`src/rtl/shift_add_multiplier.sv`:
```
// Sequential shift-add multiplier, one partial product per clock.
// Optional two's-complement operands when MULT_SIGNED_EN is defined.
`timescale 1ns/1ps
module shift_add_multiplier #(
    parameter int WIDTH = 8
) (
    input  logic               clk,
    input  logic               rst_l,
    input  logic               start,
    input  logic [WIDTH-1:0]   operand_a,
    input  logic [WIDTH-1:0]   operand_b,
    output logic               ready,
    output logic               done,
    output logic [2*WIDTH-1:0] product
);

    localparam int CW = $clog2(WIDTH + 1);

    typedef enum logic [1:0] {
        IDLE,
        RUN,
        DONE
    } state_t;

    state_t             state;
    state_t             state_nxt;
    logic [2*WIDTH-1:0] mcand;
    logic [2*WIDTH-1:0] acc;
    logic [2*WIDTH-1:0] acc_add;
    logic [2*WIDTH-1:0] prod_fin;
    logic [WIDTH-1:0]   mplier;
    logic [WIDTH-1:0]   a_mag;
    logic [WIDTH-1:0]   b_mag;
    logic [CW-1:0]      cnt;
    logic               last;

    assign acc_add = mplier[0] ? acc + mcand : acc;
    assign last    = (cnt == CW'(WIDTH - 1));
    assign ready   = (state == IDLE);
    assign done    = (state == DONE);

`ifdef MULT_SIGNED_EN
    logic sign;

    // Magnitude of the most-negative value wraps to itself, read as unsigned.
    assign a_mag    = operand_a[WIDTH-1] ? -operand_a : operand_a;
    assign b_mag    = operand_b[WIDTH-1] ? -operand_b : operand_b;
    assign prod_fin = sign ? -acc_add : acc_add;

    always_ff @(posedge clk or negedge rst_l) begin
        if (!rst_l) begin
            sign <= 1'b0;
        end else if (state == IDLE && start) begin
            sign <= operand_a[WIDTH-1] ^ operand_b[WIDTH-1];
        end
    end
`else
    assign a_mag    = operand_a;
    assign b_mag    = operand_b;
    assign prod_fin = acc_add;
`endif

    always_comb begin
        state_nxt = state;
        unique case (state)
            IDLE:    if (start) state_nxt = RUN;
            RUN:     if (last) state_nxt = DONE;
            DONE:    state_nxt = IDLE;
            default: state_nxt = IDLE;
        endcase
    end

    always_ff @(posedge clk or negedge rst_l) begin
        if (!rst_l) begin
            state   <= IDLE;
            mcand   <= '0;
            mplier  <= '0;
            acc     <= '0;
            cnt     <= '0;
            product <= '0;
        end else begin
            state <= state_nxt;
            unique case (state)
                IDLE: begin
                    if (start) begin
                        mcand  <= {{WIDTH{1'b0}}, a_mag};
                        mplier <= b_mag;
                        acc    <= '0;
                        cnt    <= '0;
                    end
                end
                RUN: begin
                    acc    <= acc_add;
                    mcand  <= mcand << 1;
                    mplier <= mplier >> 1;
                    cnt    <= cnt + CW'(1);
                    if (last) product <= prod_fin;
                end
                default: begin
                end
            endcase
        end
    end

endmodule

```
`config.mk`:
```
export PLATFORM = sky130hd
export DESIGN_NAME = shift_add_multiplier
export DESIGN_NICKNAME = d
export VERILOG_FILES = /design/src/rtl/shift_add_multiplier.sv
export SDC_FILE = /design/constraint.sdc
export NUM_CORES = 1
export LEC_CHECK = 0
export ABC_AREA = 1
export CAP_MARGIN = 40
export CORE_ASPECT_RATIO = 0.8
export CORE_MARGIN = 2
export CORE_UTILIZATION = 40
export CTS_CLUSTER_SIZE = 24
export DETAILED_ROUTE_END_ITERATION = 16
export GPL_ROUTABILITY_DRIVEN = 1
export PLACE_DENSITY = 0.67
export SLEW_MARGIN = 5
export SYNTH_ARGS = -nofsm -noshare
export SYNTH_HDL_FRONTEND = slang
export SYNTH_SLANG_ARGS = --single-unit
```
`constraint.sdc`:
```
create_clock -name clk -period 2.1 [get_ports clk]
set_input_delay 0.21 -clock clk [delete_from_list [all_inputs] [get_ports clk]]
set_output_delay 0.21 -clock clk [all_outputs]
set_load 0.005 [all_outputs]
```
==> impl_metrics.ini, run 1 <==
[placement]
dp_hpwl_um = 6140
io_buffer_count = 36
place_congestion = 0.913
post-place-cells = 603
place_area_um2 = 4130
dp_slack_ns = 0.174

[die]
initial_utilization_pct = 40.7
fp-row-count = 31
die-area_um2 = 9910
fp.coreArea_um2 = 8960
die_w_um = 111
num_io_pins = 37
fp.dieH_um = 89.5

[worst_setup_path]
r2r-end = acc[14]
path_class = reg2reg
r2r_cells = 12
critPathCaptureType = register
cp_max_fo = 3
r2r_start = mcand[0]
reg2reg_slack_ns = 0.21
cp.required_ns = 2.31
crit_arrival_ns = 2.10
start_kind = register

[clock_tree]
clk_latency_ns = 0.32
clkSlewWorstSetupHoldPaths_ns = 0.05
cts_max_path_buffers = 2
cts_max_level = 3
cts_tree = done
cts_made_buffers = 9
cts_sinks = 62
ctsRootBufferMaster = clkbuf_16

[cells_and_area]
fin_cells = 619
drive_gt1_share_pct = 14.1
insertedDiodeCount = 0
fin_nets = 536
final_cell_area_um2 = 4410
area_growth_pct = 20.8
final_util_pct = 49.2

[sta]
grt_setup_unrepaired = no
slew_viol_final = 0
hold_ws_ns = 0.364
period_share_pct = 90.0
fmax_mhz = 529
layout_min_cycle_time_ns = 1.89
setup_viol = 0
hold_violations = 0
relSlewSlack_pct = 61.0
tightest_slew_ns = 0.584
tns_ns = 0
finClkSkew_ns = 0.00469
layout_setup_ws_ns = 0.211

[yosys]
yosys_warnings = 0
synthCells = 458
synth_area_per_cell_um2 = 7.97
synth_edf_count = 0
syn_area_um2 = 3650
ys_top_cells_by_area = dfrtp_1 42%, nand2_1 16%, inv_1 6.0%, ha_1 5.5%, nand3_1 3.6%
synth_ff_type = dfrtp_1
synth_area_leader_cell = dfrtp_1
synth_top_area_share_pct = 42.5
seq_area_frac_synth_pct = 42.5
yosysUniqueCellTypes = 40
async_flop_share_pct = 100
synth_seq_cells = 62
syn_nets = 494

[routing]
num_vias = 3050
vias_per_cell = 4.93
ant_nets = 0
drtIter0Drc = 161
first_pass_iters = 4
wl_um = 8480
wl_per_cell_um = 13.7
drc = 0

[global_route]
grt_pass1_wl_um = 14700
grt_overflow = 0
grt_pass1_vias = 3042
grt_usage_pct = 18.9
antenna_found_initial = 0
grt_max_degree = 26

[power_and_ir_drop]
p_leak_nw = 2.23
power_frac_comb_pct = 52.9
share_seq_of_total_power_pct = 28.9
swShare_pct = 44.0
power_density_nw_per_um2 = 1680
clkPwrFrac_pct = 18.2
p_switching_mw = 3.26
p_int_mw = 4.15
irDropWorstVdd_mv = 0.842
total_power_mw = 7.42

[run]
drv_cap = 0

[run_status]
status = finished clean

[worst_hold_path]
hp-class = in2async
==> final cells by class <==
type                       instances  area (µm²)
clock buffer                      14         264
clock inverter                     1        5.00
fill                             867        4550
inverter                          64         245
multi-input combinational        318        1770
sequential                        62        1550
tap                              115         144
timing repair buffer              45         425
==> power groups by stage <==
stage               clock network (mW)  logic, mW  registers, mW
floorplan                            0       2.93           2.03
global placement                     0       3.84           2.14
detailed placement                   0       3.91           2.16
CTS                               1.37       3.94           2.15
global route                      1.44       4.44           2.22
finish                            1.35       3.92           2.15
==> sequential cells by signal, indices dropped and copies added (netlist names) <==
signal and cells:
state 2, mcand 16, cnt 4, acc 16, product 16, mplier 8
==> cell families (layout without fill, tap and decap cells) <==
kind of cell	Yosys count	count (layout)	share of synthesized area, %
flops	62	62	42.5
buf+inv	78	124	9.05
fa+ha+maj	17	17	6.03
simple gates	235	235	30.5
xor+xnor	5	5	1.20
compound gates	61	61	10.7
==> cells in the final DEF (no fill, tap or decap), drive strengths merged, types with 11 or more instances in the layout <==
cell type	n
clkbuf	14
clkdlybuf4s50	35
dfrtp	62
ha	16
inv	63
nand2	163
nand3	39
nor2	15
o21ai	29
or2	11
==> cells in the mapped netlist, types with 3 or more instances <==
master	number
inv_1	58
dfrtp_1	62
ha_1	16
a21oi_1	5
o221ai_1	3
buf_4	3
clkbuf_1	4
nand2_2	6
nand2_1	157
inv_2	5
o22ai_1	7
nand3_2	13
buf_2	5
xor2_1	3
or2_2	9
nor2_1	12
nand3_1	26
o21ai_1	12
o211ai_1	3
nor3_2	3
o21ai_0	15
a22oi_1	8
==> critical path, stage by stage (launching register included) <==
cell      delay, ns
dfrtp_1        0.40
ha_1           0.23
fa_2           0.35
nand2_1        0.08
nand2_1        0.07
nand3b_1       0.12
nand2_2        0.08
nand2_1        0.10
nand2_1        0.06
nand2_1        0.07
nand3_2        0.08
nand3_1        0.09
nand2_1        0.05
==> repair_timing <==
action,4_1_cts,5_1_grt
hold endpoints to repair,18,0
hold buffers,1,0
resized for setup,0,2
setup endpoints to repair,0,4
buffers inserted,0,0
==> routing by layer <==
layer  part of all wire (%)  vias to the layer above  track usage [%]
li1                       -                     1553                -
met1                     50                     1421             26.5
met2                     43                       70             29.8
met3                    5.5                        6             3.80
met4                    1.1                        0             6.25
met5                      0                        -                0
==> worst max path at each step <==
stage / startpoint / to / depth (start not counted) / slack, ns
detailed placement: mcand[0] / acc[14] / 12 / 0.17
floorplan: mcand[0] / acc[8] / 11 / 0.35
finish: mcand[0] / acc[14] / 12 / 0.21
CTS: mcand[0] / acc[14] / 12 / 0.14
global route: mcand[0] / acc[14] / 12 / 0.05
global placement: mcand[0] / acc[10] / 12 / 0.21
Note: power is estimated with default switching activity, not from simulation.
==> run 2, diff against run 1 <==
--- a/config.mk
+++ b/config.mk
@@ -6,6 +6,7 @@
 export NUM_CORES = 1
 export LEC_CHECK = 0
 export ABC_AREA = 1
+export ABC_CLOCK_PERIOD_IN_PS = 2100
 export CAP_MARGIN = 40
 export CORE_ASPECT_RATIO = 0.8
 export CORE_MARGIN = 2
@@ -13,6 +14,7 @@
 export CTS_CLUSTER_SIZE = 24
 export DETAILED_ROUTE_END_ITERATION = 16
 export GPL_ROUTABILITY_DRIVEN = 1
+export HOLD_SLACK_MARGIN = 0.06
 export PLACE_DENSITY = 0.67
 export SLEW_MARGIN = 5
 export SYNTH_ARGS = -nofsm -noshare
==> results of run 2 <==
Same layout as run 1: the final DEF is identical, and so are final timing and power.
